==> src/rtl/delay_tap_ctrl_if.sv <==
// Request/status interface for the delay tap controller.
// The requester (master) offers a target tap or a load request and watches
// the tracked tap, busy and completion flags; the controller is the slave.
interface delay_tap_ctrl_if #(
    parameter int TAP_W = 7
);
    logic             req_valid;
    logic             req_ready;
    logic [TAP_W-1:0] req_tap;
    logic             req_load;
    logic [TAP_W-1:0] cur_tap;
    logic             busy;
    logic             done;
    logic             clamped;

    modport master (
        output req_valid, req_tap, req_load,
        input  req_ready, cur_tap, busy, done, clamped
    );

    modport slave (
        input  req_valid, req_tap, req_load,
        output req_ready, cur_tap, busy, done, clamped
    );
endinterface

==> src/rtl/delay_tap_ctrl.sv <==
// Delay tap controller: walks an incremental delay element (move/dir/loadn
// strobes) from its tracked current tap to a requested target tap, one
// pulse per tap, or reloads it to LOAD_TAP through the active-low load.
// Every output except req_ready is registered from the next-state values.
module delay_tap_ctrl #(
    parameter int TAP_W     = 7,
    parameter int MAX_TAP   = 127,
    parameter int LOAD_TAP  = 0,
    parameter int SETUP_CYC = 2,
    parameter int PULSE_CYC = 2
) (
    input  logic                   sys_clk,
    input  logic                   sys_rst,
    delay_tap_ctrl_if.slave        req_if,
    output logic                   dly_loadn,
    output logic                   dly_move,
    output logic                   dly_dir
);

    typedef enum logic [2:0] {
        IDLE    = 3'd0,
        LOAD    = 3'd1,
        SETUP   = 3'd2,
        MOVE_HI = 3'd3,
        MOVE_LO = 3'd4,
        DONE    = 3'd5
    } state_t;

    // The phase counter only ever has to reach the longer of the two timings.
    localparam int CNT_MAX = (SETUP_CYC > PULSE_CYC) ? SETUP_CYC : PULSE_CYC;
    localparam int CNT_W   = (CNT_MAX > 1) ? $clog2(CNT_MAX) : 1;

    localparam logic [CNT_W-1:0] SETUP_LAST = CNT_W'(SETUP_CYC - 1);
    localparam logic [CNT_W-1:0] PULSE_LAST = CNT_W'(PULSE_CYC - 1);
    localparam logic [TAP_W-1:0] MAX_T      = TAP_W'(MAX_TAP);
    localparam logic [TAP_W-1:0] LOAD_T     = TAP_W'(LOAD_TAP);

    state_t           state,      state_nxt;
    logic [CNT_W-1:0] cnt,        cnt_nxt;
    logic [TAP_W-1:0] target,     target_nxt;
    logic             clamp_flag, clamp_flag_nxt;
    logic [TAP_W-1:0] cur_tap,    cur_tap_nxt;
    logic             dir_q,      dir_nxt;
    logic             move_q,     move_nxt;
    logic             loadn_q,    loadn_nxt;
    logic             busy_q,     busy_nxt;
    logic             done_q,     done_nxt;
    logic             clamped_q,  clamped_nxt;

    assign req_if.req_ready = (state == IDLE);
    assign req_if.cur_tap   = cur_tap;
    assign req_if.busy      = busy_q;
    assign req_if.done      = done_q;
    assign req_if.clamped   = clamped_q;
    assign dly_loadn        = loadn_q;
    assign dly_move         = move_q;
    assign dly_dir          = dir_q;

    // State register; reset drops any request in flight back to IDLE.
    always_ff @(posedge sys_clk) begin
        if (sys_rst) begin
            state <= IDLE;
        end else begin
            state <= state_nxt;
        end
    end

    // Datapath and output registers; reset also holds the element in load so
    // the tracked tap and the physical element agree again afterwards.
    always_ff @(posedge sys_clk) begin
        if (sys_rst) begin
            cnt        <= '0;
            target     <= '0;
            clamp_flag <= 1'b0;
            cur_tap    <= LOAD_T;
            dir_q      <= 1'b0;
            move_q     <= 1'b0;
            loadn_q    <= 1'b0;
            busy_q     <= 1'b0;
            done_q     <= 1'b0;
            clamped_q  <= 1'b0;
        end else begin
            cnt        <= cnt_nxt;
            target     <= target_nxt;
            clamp_flag <= clamp_flag_nxt;
            cur_tap    <= cur_tap_nxt;
            dir_q      <= dir_nxt;
            move_q     <= move_nxt;
            loadn_q    <= loadn_nxt;
            busy_q     <= busy_nxt;
            done_q     <= done_nxt;
            clamped_q  <= clamped_nxt;
        end
    end

    // Next-state logic; outputs are derived from the next state so they line
    // up with the state they describe once registered.
    always_comb begin
        state_nxt      = state;
        cnt_nxt        = cnt;
        target_nxt     = target;
        clamp_flag_nxt = clamp_flag;
        cur_tap_nxt    = cur_tap;
        dir_nxt        = dir_q;

        case (state)
            IDLE: begin
                cnt_nxt = '0;
                if (req_if.req_valid) begin
                    if (req_if.req_load) begin
                        target_nxt     = LOAD_T;
                        clamp_flag_nxt = 1'b0;
                        state_nxt      = LOAD;
                    end else begin
                        clamp_flag_nxt = (req_if.req_tap > MAX_T);
                        target_nxt     = clamp_flag_nxt ? MAX_T : req_if.req_tap;
                        if (target_nxt == cur_tap) begin
                            state_nxt = DONE;
                        end else begin
                            dir_nxt   = (target_nxt < cur_tap);
                            state_nxt = SETUP;
                        end
                    end
                end
            end
            LOAD: begin
                if (cnt == PULSE_LAST) begin
                    cnt_nxt     = '0;
                    cur_tap_nxt = LOAD_T;
                    state_nxt   = DONE;
                end else begin
                    cnt_nxt = cnt + 1'b1;
                end
            end
            SETUP: begin
                if (cnt == SETUP_LAST) begin
                    cnt_nxt   = '0;
                    state_nxt = MOVE_HI;
                end else begin
                    cnt_nxt = cnt + 1'b1;
                end
            end
            MOVE_HI: begin
                if (cnt == PULSE_LAST) begin
                    cnt_nxt = '0;
                    if (dir_q && (cur_tap != '0)) begin
                        cur_tap_nxt = cur_tap - 1'b1;
                    end else if (!dir_q && (cur_tap != MAX_T)) begin
                        cur_tap_nxt = cur_tap + 1'b1;
                    end
                    state_nxt = MOVE_LO;
                end else begin
                    cnt_nxt = cnt + 1'b1;
                end
            end
            MOVE_LO: begin
                if (cnt == PULSE_LAST) begin
                    cnt_nxt   = '0;
                    state_nxt = (cur_tap == target) ? DONE : MOVE_HI;
                end else begin
                    cnt_nxt = cnt + 1'b1;
                end
            end
            DONE: begin
                state_nxt = IDLE;
            end
            default: begin
                state_nxt = IDLE;
            end
        endcase

        busy_nxt    = (state_nxt != IDLE);
        done_nxt    = (state_nxt == DONE);
        clamped_nxt = (state_nxt == DONE) && clamp_flag_nxt;
        move_nxt    = (state_nxt == MOVE_HI);
        loadn_nxt   = (state_nxt != LOAD);
    end

endmodule

==> src/flat_wrapper.sv <==
// flat-port wrapper written by rule: the top's interface ports become plain ports
module delay_tap_ctrl_flat 
#(
    parameter int TAP_W     = 7,
    parameter int MAX_TAP   = 127,
    parameter int LOAD_TAP  = 0,
    parameter int SETUP_CYC = 2,
    parameter int PULSE_CYC = 2
)
  (sys_clk, sys_rst, dly_loadn, dly_move, dly_dir, req_if_req_valid, req_if_req_tap, req_if_req_load, req_if_req_ready, req_if_cur_tap, req_if_busy, req_if_done, req_if_clamped);
  delay_tap_ctrl_if #(.TAP_W(TAP_W)) req_if_i ();
  input  logic sys_clk;
  input  logic sys_rst;
  output logic dly_loadn;
  output logic dly_move;
  output logic dly_dir;
  input wire logic [$bits(req_if_i.req_valid)-1:0] req_if_req_valid;
  input wire logic [$bits(req_if_i.req_tap)-1:0] req_if_req_tap;
  input wire logic [$bits(req_if_i.req_load)-1:0] req_if_req_load;
  output wire logic [$bits(req_if_i.req_ready)-1:0] req_if_req_ready;
  output wire logic [$bits(req_if_i.cur_tap)-1:0] req_if_cur_tap;
  output wire logic [$bits(req_if_i.busy)-1:0] req_if_busy;
  output wire logic [$bits(req_if_i.done)-1:0] req_if_done;
  output wire logic [$bits(req_if_i.clamped)-1:0] req_if_clamped;
  assign req_if_i.req_valid = req_if_req_valid;
  assign req_if_i.req_tap = req_if_req_tap;
  assign req_if_i.req_load = req_if_req_load;
  assign req_if_req_ready = req_if_i.req_ready;
  assign req_if_cur_tap = req_if_i.cur_tap;
  assign req_if_busy = req_if_i.busy;
  assign req_if_done = req_if_i.done;
  assign req_if_clamped = req_if_i.clamped;
  delay_tap_ctrl #(.TAP_W(TAP_W), .MAX_TAP(MAX_TAP), .LOAD_TAP(LOAD_TAP), .SETUP_CYC(SETUP_CYC), .PULSE_CYC(PULSE_CYC)) u_core (.sys_clk(sys_clk), .sys_rst(sys_rst), .req_if(req_if_i), .dly_loadn(dly_loadn), .dly_move(dly_move), .dly_dir(dly_dir));
endmodule
==> config.mk <==
export PLATFORM = sky130hd
export DESIGN_NAME = delay_tap_ctrl_flat
export DESIGN_NICKNAME = d
export VERILOG_FILES = /design/src/rtl/delay_tap_ctrl_if.sv /design/src/rtl/delay_tap_ctrl.sv /design/src/flat_wrapper.sv
export SDC_FILE = /design/constraint.sdc
export NUM_CORES = 1
export LEC_CHECK = 0
export CORE_UTILIZATION = 56
export CTS_CLUSTER_SIZE = 30
export DETAILED_ROUTE_END_ITERATION = 7
export PLACE_DENSITY = 0.82
export SLEW_MARGIN = 20
export SYNTH_ARGS = -nofsm -noshare
export SYNTH_HDL_FRONTEND = slang
export SYNTH_SLANG_ARGS = --single-unit
==> constraint.sdc <==
create_clock -name sys_clk -period 8.35 [get_ports sys_clk]
set_input_delay 1.67 -clock sys_clk [delete_from_list [all_inputs] [get_ports sys_clk]]
set_output_delay 1.67 -clock sys_clk [all_outputs]
set_load 0.005 [all_outputs]
Word level (Yosys, flattened, before mapping) --
Index checks and enable logic that the tools add are counted.
Storage, ports and cells: register bits 25, input bits 11
Operators by class: add/sub/neg operators 3, $lt $le $gt $ge 2, equality and inequality tests 13, multiplexer cells 21, bitwise gates (word level) 2, reductions and logical operators 13
Operators by type and width (count):
- $mux W7 | 6
- $mux W3 | 8
- $pmux W3 S5 | 1
- $eq A7 B7 Y1 | 2
- $pmux W7 S2 | 1
- $eq A3 B2 Y1 const B | 3
- $reduce_and A4 Y1 | 2
- $add A7 B1 Y7 const B | 1
- $gt A7 B7 Y1 const B | 1
- $lt A7 B7 Y1 | 1
- $ne A7 B7 Y1 const B | 1
- $reduce_bool A7 Y1 | 1
- $sub A7 B1 Y7 const B | 1
- $eq A3 B3 Y1 const B | 2
- $ne A3 B1 Y1 const B | 2
- $mux W1 | 4
- $ne A2 B1 Y1 const B | 2
- $reduce_bool A2 Y1 | 2
- $reduce_or A4 Y1 | 1
- $eq A3 B1 Y1 const B | 1
- $logic_and A1 B1 Y1 | 3
- $logic_not A3 Y1 | 1
- $reduce_bool A3 Y1 | 1
- $not A1 Y1 | 2
- 4 further kinds | 4

Depth between registers and ports, before layout --
Gate-level depths: netlist of run 1.
depth in word-level cells 9, gate-level depth with buffers 10, mapped depth without buffers 10

Worst setup path before layout of run 1 --
Ideal clock, no wire load.
kind input-to-reg, start point input req_if_req_tap[5], end point register u_core.busy_q, in the netlist u_core.req_if.busy, setup time 0.074 ns, arrival 2.980 ns, slack 5.296 ns, cell stages on the path 8, path through clkbuf_1 ha_1 nand4_1 nor2_1 nor3_1 a211oi_1 or2_2 a31oi_1
Between the ends: longest elaborated chain between the ends 8
RTL lines:
- start: declaration | line flat_wrapper.sv:18 | input wire logic [$bits(req_if_i.req_tap)-1:0] req_if_req_tap;
- $gt A7 B7 Y1 | line delay_tap_ctrl.sv:115 | clamp_flag_nxt = (req_if.req_tap > MAX_T);
- $mux W7 * | line delay_tap_ctrl.sv:116 | target_nxt = clamp_flag_nxt ? MAX_T : req_if.req_tap;
- $eq A7 B7 Y1 * | line delay_tap_ctrl.sv:117 | if (target_nxt == cur_tap) begin
- $mux W3 * | line delay_tap_ctrl.sv:117
- $mux W3 * | line delay_tap_ctrl.sv:110 | if (req_if.req_load) begin
- $mux W3 * | line delay_tap_ctrl.sv:109 | if (req_if.req_valid) begin
- $pmux W3 S5 * | line delay_tap_ctrl.sv:106 | case (state)
- $reduce_bool A3 Y1 * | line delay_tap_ctrl.sv:172 | busy_nxt = (state_nxt != IDLE);
- end signal: assignment | line delay_tap_ctrl.sv:90 | busy_q <= busy_nxt;
- end: declaration | line delay_tap_ctrl.sv:46 | logic busy_q, busy_nxt;
Mark *: on every way between the ends. The rest lies on a longest branch, timed or not. A chain may end at the register's enable or synchronous reset.

Worst setup path after layout of run 1 --
start point register u_core.state[1], end point output req_if_req_ready
Between the ends: longest elaborated chain between the ends 1
RTL lines:
- start: declaration | line delay_tap_ctrl.sv:38 | state_t state, state_nxt;
- start signal: assignment | line delay_tap_ctrl.sv:64 | state <= state_nxt;
- $logic_not A3 Y1 | line delay_tap_ctrl.sv:50 | assign req_if.req_ready = (state == IDLE);
- end: declaration | line flat_wrapper.sv:20 | output wire logic [$bits(req_if_i.req_ready)-1:0] req_if_req_ready;
Every way passes these cells.

==> results of run 1 <==
-- layout by cell type (no fill, tap or decap), types with 2 or more instances in the layout --
| cell type | Yosys | final |
|---|---|---|
| o21a_1 | 3 | 3 |
| a21oi_1 | 17 | 17 |
| clkbuf_4 | 0 | 3 |
| xor2_1 | 6 | 6 |
| nand4_1 | 3 | 3 |
| dfxtp_1 | 25 | 25 |
| o21bai_1 | 3 | 3 |
| xnor2_1 | 6 | 6 |
| a31oi_1 | 4 | 4 |
| o21ai_0 | 4 | 4 |
| nand3_1 | 7 | 7 |
| nor3_1 | 5 | 5 |
| a211oi_1 | 3 | 3 |
| nand2_1 | 13 | 13 |
| ha_1 | 12 | 12 |
| nor3b_1 | 7 | 7 |
| clkdlybuf4s50_1 | 0 | 24 |
| nor2_1 | 16 | 16 |
| inv_1 | 13 | 13 |
| nor2b_1 | 2 | 2 |
-- final timing paths --
kind	to	start	slack, ns	depth (start not counted)
worst max register to register	u_core.req_if.cur_tap[6]	u_core.req_if.cur_tap[1]	5.04	10
worst min-delay path	u_core.clamp_flag	u_core.clamp_flag	0.53	1
worst max-delay path	req_if_req_ready	u_core.state[1]	4.83	2
worst min register to register	u_core.clamp_flag	u_core.clamp_flag	0.53	1
-- cells by family after synthesis --
kind of cell,synth area share
flops,0.3322
simple gates,0.2060
buf+inv,0.07641
compound gates,0.1960
fa+ha+maj,0.1130
mux,0.006645
xor+xnor,0.06977
-- metal layers --
layer | part of all wire | vias to the layer above
met2 | 0.49 | 39
li1 | - | 660
met3 | 0.041 | 5
met5 | 0 | -
met1 | 0.46 | 607
met4 | 0.014 | 0
-- through the flow --
stage                     hold slack, ns    util
after floorplan                   0.4453       -
after global placement            0.4620  0.6872
after detailed placement          0.5085  0.6872
after CTS                         0.5353  0.6977
after global routing              0.5432  0.6977
final                             0.5323  0.6977
-- final cells by class --
class / count / area [µm²] / share of cell area
Clock buffer: 4 / 26.28 / 0.01506
Multi-Input combinational cell: 130 / 890.9 / 0.5108
Tap cell: 30 / 37.54 / 0.02152
Sequential cell: 25 / 500.5 / 0.2869
Timing Repair Buffer: 24 / 240.2 / 0.1377
Inverter: 13 / 48.80 / 0.02798
-- state kept, by name, summed over array words and instances (netlist names) --
| register | cells |
|---|---|
| u_core.dly_dir | 1 |
| u_core.state | 3 |
| u_core.req_if.done | 1 |
| u_core.req_if.clamped | 1 |
| u_core.req_if.busy | 1 |
| u_core.dly_move | 1 |
| u_core.cnt | 1 |
| u_core.clamp_flag | 1 |
| u_core.target | 7 |
| u_core.req_if.cur_tap | 7 |
| u_core.dly_loadn | 1 |
-- critical path, cell delays in order (launching register included) --
cell and delay [ns]:
dfxtp_1 0.52, nor3_1 0.43, clkdlybuf4s50_1 0.58
-- power groups by stage --
stage	combinational, mW	clock (mW)	sequential, mW
5_1_grt	0.0440	0.0613	0.132
4_1_cts	0.0395	0.0571	0.131
6_report	0.0396	0.0560	0.131
3_5_place_dp	0.0392	0	0.134
3_3_place_gp	0.0382	0	0.133
2_1_floorplan	0.0287	0	0.130
==> run_results.csv, run 1 <==
group,metric,value,unit
placed_design,numPortBuffers,24,
die,rows,18,
power_and_ir_drop,leakage,0.6832,nW
clock_network,htreeDepth,1,
die,die_area,0.002901,mm²
die,coreArea,0.002500,mm²
grt,track_usage,0.2635,
finish,layout-drive-gt1-share,0.04082,
hold_path,hp-class,"reg2reg",
flow_run,maxCapViolations,0,
yosys,ys_ff_latch,25,
power_and_ir_drop,total_power,0.2269,mW
yosys,netlist_top_cells_area,"dfxtp_1 33%, ha_1 10%, a21oi_1 5.6%",
power_and_ir_drop,intPower,0.1632,mW
power_and_ir_drop,seqPwrFrac,0.579,
power_and_ir_drop,ir_drop,0.1214,mV
power_and_ir_drop,clkPwrFrac,0.247,
finish,fin_area,0.001744,mm²
sta,hold_viol_final,0,
finish,fin_nets,221,
worst_setup_path,cp-end-kind,"output pin",
yosys,synth-edff-count,0,
die,die_h,53.87,µm
sta,tns,0,ns
clock_network,cts_inserted_buffers,3,
yosys,synth_top_area_share,0.3322,
clock_network,clkTransAtPathRegs,0.13,ns
yosys,synthTopCellsByCount,"25 x dfxtp_1, 17 x a21oi_1, 16 x nor2_1",
grt,grt_pass1_vias,1259,
clock_network,cts_sinks,25,
yosys,syn_inst,181,
clock_network,clk_path_buf_depth,2,
clock_network,clk_latency,0.33,ns
yosys,yosys_warnings,0,
placed_design,gp_congestion,0.8425,
yosys,syn_nets,205,
drt,via_per_inst,5.801,
grt,busiest_layer,"met2",
grt,overflow,0,
grt,met2_usage,0.4444,
clock_network,cts_resized,0,
clock_network,cts_tree,"yes",
placed_design,post-place-ws,4.770,ns
sta,slew_headroom,0.4735,
yosys,avgSynthCellArea,8.323,µm²
placed_design,dp_cells,222,
worst_setup_path,start_kind,"flip-flop",
finish,layoutNonFillerInstCount,226,
placed_design,placed_area,0.001718,mm²
finish,area.growth.synth_to_final,15.78,%
drt,wl_per_cell,14.34,µm
sta,timing.final.max_slew_violations,0,
finish,fillers,207,
drt,antenna_left,0,
grt,grt_use_met1,0.3322,
yosys,synth_flop_cell,"dfxtp_1",
sta,period_minus_slack,3.521,ns
sta,fmax,0.2840,GHz
drt,drt_wl_total,3.241,mm
drt,dr_total_vias,1311,
yosys,ys_types,42,
power_and_ir_drop,power_frac_comb,0.174,
yosys,synth.most_common_cell,"dfxtp_1",
worst_setup_path,crit_arrival,1.85,ns
sta,final.setup.worst_slack,4.829,ns
worst_setup_path,worstPathRequired,6.68,ns
drt,drc,0,
yosys,async_flop_share,0,
power_and_ir_drop,sw_frac_of_total,0.2805,
drt,firstDrtPassIters,4,
yosys,yosys.area.top_type,"dfxtp_1",
die,io_pins,25,
power_and_ir_drop,p_switching,0.06364,mW
sta,final-setup-viol-count,0,
worst_setup_path,criticalPathCategory,"reg2out",
clock_network,hold_buffers,0,
sta,rsz0062_at_grt,"false",
grt,antenna_found_initial,0,
power_and_ir_drop,pwr_density_cell,130.1,mW/mm²
finish,antenna_cells,0,
grt,met3_usage,0.03672,
grt,grt_max_degree,22,
yosys,synth_seq_area_share,0.3322,
sta,tightestPinTransition,0.7873,ns
sta,fin_crit_sh,0.4217,
placed_design,dp_hpwl,2.437,mm
worst_setup_path,worstPathMaxFanout,15,
sta,skew,0.006254,ns
grt,grt_pass1_wl,5.437,mm
clock_network,postCtsSetupBuffers,0,
clock_network,cts_root_buffer,"clkbuf_4",
die,initial_core_util,0.6026,
die,dieWidth,53.87,µm
yosys,synth.cell_area,0.001506,mm²
drt,first_iter_violations,48,
outcome,status,"finished, final reports clean",
Power figures use the tool's default switching activity.
==> run 2: changes to the inputs <==
--- a/config.mk
+++ b/config.mk
@@ -5,10 +5,10 @@
 export SDC_FILE = /design/constraint.sdc
 export NUM_CORES = 1
 export LEC_CHECK = 0
-export CORE_UTILIZATION = 56
+export CORE_UTILIZATION = 47
 export CTS_CLUSTER_SIZE = 30
 export DETAILED_ROUTE_END_ITERATION = 7
-export PLACE_DENSITY = 0.82
+export PLACE_DENSITY = 0.74
 export SLEW_MARGIN = 20
 export SYNTH_ARGS = -nofsm -noshare
 export SYNTH_HDL_FRONTEND = slang
==> constraint.sdc (replaced) <==
create_clock -name sys_clk -period 3.21 [get_ports sys_clk]
set_input_delay 0.642 -clock sys_clk [delete_from_list [all_inputs] [get_ports sys_clk]]
set_output_delay 0.642 -clock sys_clk [all_outputs]
set_load 0.005 [all_outputs]
==> run 2 against run 1 <==
Clock power grew to 2.6 times the previous value. Critical path depth up 8. Cell area grew 3.2%. Utilization is 11 points lower. Wire length is 3.9% higher. Sequential share of layout area shrank 0.90 points. Register-to-register slack got worse by 4.8 ns. Clock skew about the same. Critical path type is now reg2reg. Largest power group unchanged.
==> run_results.csv, run 2 (synthesized netlist as in run 1, its figures left out) <==
group,metric,value,unit
outcome,status,"finished, final reports clean",
finish,mostFrequentLayoutCell,"dfxtp_1",
sta,tightestPinTransition,0.6648,ns
die,die_area,0.003436,mm²
finish,layout-drive-gt1-share,0.07000,
worst_setup_path,start_kind,"flip-flop",
power_and_ir_drop,p_switching,0.1660,mW
drt,wl_per_cell,13.80,µm
die,rows,20,
power_and_ir_drop,clkPwrFrac,0.244,
die,die_h,58.62,µm
drt,first_iter_violations,51,
power_and_ir_drop,power_frac_comb,0.178,
power_and_ir_drop,sw_frac_of_total,0.2812,
sta,hold_viol_final,0,
die,dieWidth,58.62,µm
sta,slew_headroom,0.5541,
power_and_ir_drop,ir_drop,0.2268,mV
clock_network,clkTransAtPathRegs,0.14,ns
power_and_ir_drop,leakage,0.7029,nW
hold_path,hp-class,"reg2reg",
grt,track_usage,0.2156,
drt,firstDrtPassIters,4,
worst_setup_path,worstPathMaxFanout,7,
placed_design,dp_cells,240,
sta,tns,0,ns
sta,timing.final.max_slew_violations,0,
power_and_ir_drop,intPower,0.4244,mW
die,coreArea,0.003053,mm²
clock_network,clk_path_buf_depth,2,
finish,layoutNonFillerInstCount,244,
sta,final-setup-viol-count,0,
sta,final.setup.worst_slack,0.2173,ns
sta,fmax,0.3342,GHz
placed_design,gp_congestion,0.8801,
grt,grt_pass1_wl,5.678,mm
die,initial_core_util,0.4934,
drt,drc,0,
worst_setup_path,cp-end-kind,"flip-flop",
sta,period_minus_slack,2.993,ns
power_and_ir_drop,seqPwrFrac,0.577,
placed_design,numPortBuffers,24,
drt,via_per_inst,5.582,
placed_design,post-place-ws,0.1953,ns
worst_setup_path,criticalPathCategory,"reg2reg",
finish,top_regs,"u_core.req_if.cur_tap: 7 flops, u_core.target: 7 flops, u_core.state: 3 flops",
sta,rsz0062_at_grt,"false",
clock_network,htreeDepth,1,
grt,antenna_found_initial,0,
finish,fin_util,0.5898,
finish,antenna_cells,0,
placed_design,dp_hpwl,2.630,mm
worst_setup_path,worstPathRequired,3.46,ns
finish,fin_nets,225,
drt,dr_total_vias,1362,
drt,drt_wl_total,3.367,mm
finish,final_cell_mix,"25 x dfxtp_1, 24 x clkdlybuf4s50_1, 17 x a21oi_1",
worst_setup_path,crit_arrival,3.24,ns
flow_run,maxCapViolations,0,
clock_network,postCtsSetupBuffers,0,
drt,antenna_left,0,
sta,skew,0.006065,ns
sta,fin_crit_sh,0.9323,
clock_network,cts_root_buffer,"clkbuf_4",
grt,grt_pass1_vias,1284,
clock_network,cts_tree,"yes",
clock_network,cts_sinks,25,
finish,area.growth.synth_to_final,19.52,%
grt,grt_max_degree,19,
power_and_ir_drop,pwr_density_cell,327.9,mW/mm²
die,io_pins,25,
clock_network,cts_inserted_buffers,3,
clock_network,clk_latency,0.32,ns
grt,overflow,0,
## run 2: cell types whose count changed in the layout (fill, tap and decap cells not counted)
| cell | before | now |
|---|---|---|
| clkinvlp_4 | 0 | 1 |
| a211oi_2 | 0 | 1 |
| clkbuf_1 | 1 | 0 |
| a211oi_1 | 3 | 2 |
| buf_4 | 0 | 4 |
## run 2: cell type report
class / count / area (µm²)
Fill cell: 292 / 1252
Multi-Input combinational cell: 130 / 895.9
Sequential cell: 25 / 500.5
Timing Repair Buffer: 28 / 270.3
Tap cell: 44 / 55.05
Inverter: 13 / 48.80
Clock buffer: 3 / 22.52
Clock inverter: 1 / 7.507
## run 2: metal layers
metal | global-route usage | up-vias | wire length [µm]
li1 | - | 672 | -
met1 | 0.2654 | 653 | 1591
met2 | 0.3892 | 29 | 1604
met3 | 0.01978 | 8 | 97
met4 | 0.08163 | 0 | 74
met5 | 0 | - | 0
## run 2: worst max-delay path, stage by stage (launching register included)
cell and delay, ns:
dfxtp_1 0.41, or4_4 0.55, o41ai_4 0.23, inv_1 0.19, fa_1 0.47, a211oi_2 0.26
o21bai_1 0.11, a21oi_1 0.18, xnor2_1 0.10, or3_1 0.30, a31oi_1 0.15
## run 2: path summary, 6_finish.rpt
check | startpoint | to | slack (ns) | cells past startpoint
setup / recovery | u_core.req_if.cur_tap[2] | u_core.req_if.cur_tap[6] | 0.22 | 10
hold / removal | u_core.clamp_flag | u_core.clamp_flag | 0.50 | 1
setup reg to reg | u_core.req_if.cur_tap[2] | u_core.req_if.cur_tap[6] | 0.22 | 10
hold reg to reg | u_core.clamp_flag | u_core.clamp_flag | 0.50 | 1
## run 2: timing repair
| item | 4_1_cts | 5_1_grt |
|---|---|---|
| hold buffers | 0 | 0 |
| resized for setup | 0 | 1 |
| setup endpoints to repair | 0 | 1 |
## run 2: power by group through the flow
| stage | registers, mW | logic, mW | clock network [mW] |
|---|---|---|---|
| finish | 0.341 | 0.105 | 0.144 |
| global route | 0.344 | 0.119 | 0.163 |
| CTS | 0.341 | 0.105 | 0.151 |
| detailed placement | 0.347 | 0.105 | 0 |
| global placement | 0.347 | 0.102 | 0 |
| floorplan | 0.339 | 0.0748 | 0 |
## run 2: through the flow
stage	cell area (µm²)	hold slack [ns]	power [mW]
2_1_floorplan	1506	0.4453	0.4137
3_3_place_gp	1765	0.4618	0.4486
3_5_place_dp	1765	0.4770	0.4521
4_1_cts	1795	0.5000	0.5966
5_1_grt	1800	0.5334	0.6259
6_report	1800	0.4982	0.5904
==> variant (config.mk and constraints of run 2) <==
The 6 states of `state_t` get a one-hot encoding in 6 bits.
--- a/src/rtl/delay_tap_ctrl.sv
+++ b/src/rtl/delay_tap_ctrl.sv
@@ -17,13 +17,13 @@
     output logic                   dly_dir
 );
 
-    typedef enum logic [2:0] {
-        IDLE    = 3'd0,
-        LOAD    = 3'd1,
-        SETUP   = 3'd2,
-        MOVE_HI = 3'd3,
-        MOVE_LO = 3'd4,
-        DONE    = 3'd5
+    typedef enum logic [5:0] {
+        IDLE    = 6'b000001,
+        LOAD    = 6'b000010,
+        SETUP   = 6'b000100,
+        MOVE_HI = 6'b001000,
+        MOVE_LO = 6'b010000,
+        DONE    = 6'b100000
     } state_t;
 
     // The phase counter only ever has to reach the longer of the two timings.
Behaviour: no difference found for any inputs over 10 cycles, from zero or initial values and one cycle with sys_rst high; not proved beyond that.
==> variant against run 2 <==
- sequential cell count rose by 3
- synthesized area rose by 18%
- cell area rose by 17%
- clock skew fell by 0.0032 ns
- critical path type unchanged
- largest power group unchanged
- utilization fell by 1.6 points
- power rose by 32%
- worst setup slack improved by 0.25 ns
- routed wire length rose by 19%
==> variant: results (changes against run 2) <==
[outcome]
outcome = finished, final reports clean  ; unchanged

[finish]
largestRegisters = u_core.req_if.cur_tap x7, u_core.target x7, u_core.state x6  ; was u_core.req_if.cur_tap x7, u_core.target x7, u_core.state x3
fin_cells = 270  ; was 244
drive_gt1_frac = 0.08108  ; was 0.07000
fin_nets = 247  ; was 225

[power]
ir_drop_v = 0.0003845  ; was 0.0002268 V
leakagePower_uw = 0.0007949  ; was 0.0007029 uW

[clock_tree]
clock_latency_ns = 0.28  ; was 0.32 ns
clk_pin_slew_ns = 0.10  ; was 0.14 ns
cts_root_buf = clkbuf_8  ; was clkbuf_4
htree_levels = 1  ; unchanged

[yosys]
synth_area_leaders = dfxtp_1 (31%), ha_1 (8.4%), xnor2_1 (5.4%), nor2_1 (4.2%), a21oi_1 (3.9%)  ; was dfxtp_1 (33%), ha_1 (10%), a21oi_1 (5.6%), nor2_1 (4.0%), nor3b_1 (3.5%)
synthesis.nets = 233  ; was 205
synth_seq_area_share = 0.3144  ; was 0.3322
yosysTopAreaCell = dfxtp_1  ; unchanged
ys_types = 47  ; was 42
synth_common_cells = dfxtp_1 (28), nor2_1 (20), a21oi_1 (14), clkbuf_1 (14), ha_1 (12)  ; was dfxtp_1 (25), a21oi_1 (17), nor2_1 (16)
syn_avg_cell_area_um2 = 8.531  ; was 8.323 um^2

[routing]
dr_total_vias = 1531  ; was 1362
first_iter_violations = 94  ; was 51
wl_per_cell_um = 14.81  ; was 13.80 um

[grt]
grt_max_degree = 20  ; was 19
grt_use_total = 0.2147  ; was 0.2156
grt_pass1_wl_um = 6865  ; was 5678 um

[setup_path]
worstPathArrival_ns = 2.91  ; was 3.24 ns
crit_start = u_core.req_if.cur_tap[3]$_SDFFE_PP0P_  ; was u_core.req_if.cur_tap[2]$_SDFFE_PP0P_

[place]
globalplace.congestion = 0.8429  ; was 0.8801
hpwl_um = 2977  ; was 2630 um
placed_area_um2 = 2029  ; was 1765 um^2

[min_path]
hold_start = u_core.clamp_flag$_SDFF_PP0_  ; unchanged

[sta]
fin_worst_skew_ns = 0.002909  ; was 0.006065 ns
tightest_slew_ns = 0.6710  ; was 0.6648 ns

==> variant: kinds of logic (layout without fill, tap and decap cells) <==
group	Yosys count	after routing	synth area share
AOI/OAI and AO/OA	48	48	0.1965
and+or+nand+nor	78	78	0.2611
adders and majority gates	13	13	0.09544
xor gates and xnor gates	14	14	0.06877
DFF	28	28	0.3144
buffers and inverters	28	41	0.06386
==> variant: path summary, 6_finish.rpt <==
kind,slack (ns),cells past startpoint,endpoint
max reg2reg,0.47,8,u_core.req_if.cur_tap[6]$_SDFFE_PP0P_
max,0.47,8,u_core.req_if.cur_tap[6]$_SDFFE_PP0P_
min reg2reg,0.51,1,u_core.clamp_flag$_SDFF_PP0_
min,0.51,1,u_core.clamp_flag$_SDFF_PP0_
==> variant: where the power goes <==
| group | leakage [uW] | internal, uW | switching [uW] |
|---|---|---|---|
| clock network | 0.0000357 | 167 | 120 |
| logic | 0.000532 | 56.7 | 57.3 |
| registers | 0.000227 | 360 | 16.0 |
==> variant: worst max-delay path, stage by stage, from the launching register on <==
cell	delay [ns]
dfxtp_1	0.38
or4_4	0.57
o41a_1	0.46
fa_1	0.47
a211oi_1	0.23
o21bai_1	0.10
a21oi_1	0.17
xnor2_1	0.15
o32ai_2	0.09
==> variant: final cells by class <==
class	instances	area (um^2)
Fill cell	335	1560
Tap cell	48	60.06
Timing Repair Buffer	27	262.8
Sequential cell	28	560.5
Clock inverter	1	30.03
Inverter	10	37.54
Clock buffer	3	41.29
Multi-Input combinational cell	153	1109
==> variant: layer usage <==
metal | wire length, um | up-vias | part of all wire | track usage
li1 | - | 782 | - | -
met1 | 1877 | 713 | 0.47 | 0.2753
met2 | 1919 | 30 | 0.48 | 0.3684
met3 | 145 | 6 | 0.036 | 0.04348
met4 | 55 | 0 | 0.014 | 0.04261
met5 | 0 | - | 0 | 0
==> variant: stage by stage <==
stage	total power (uW)	setup WS [ns]	hold WS (ns)
after floorplan	455.0	0.6223	0.4648
after global placement	495.1	0.5491	0.4769
after CTS	776.6	0.4860	0.5156
after detailed placement	497.2	0.5005	0.4914
after global routing	806.0	0.2897	0.5622
final	777.4	0.4720	0.5115
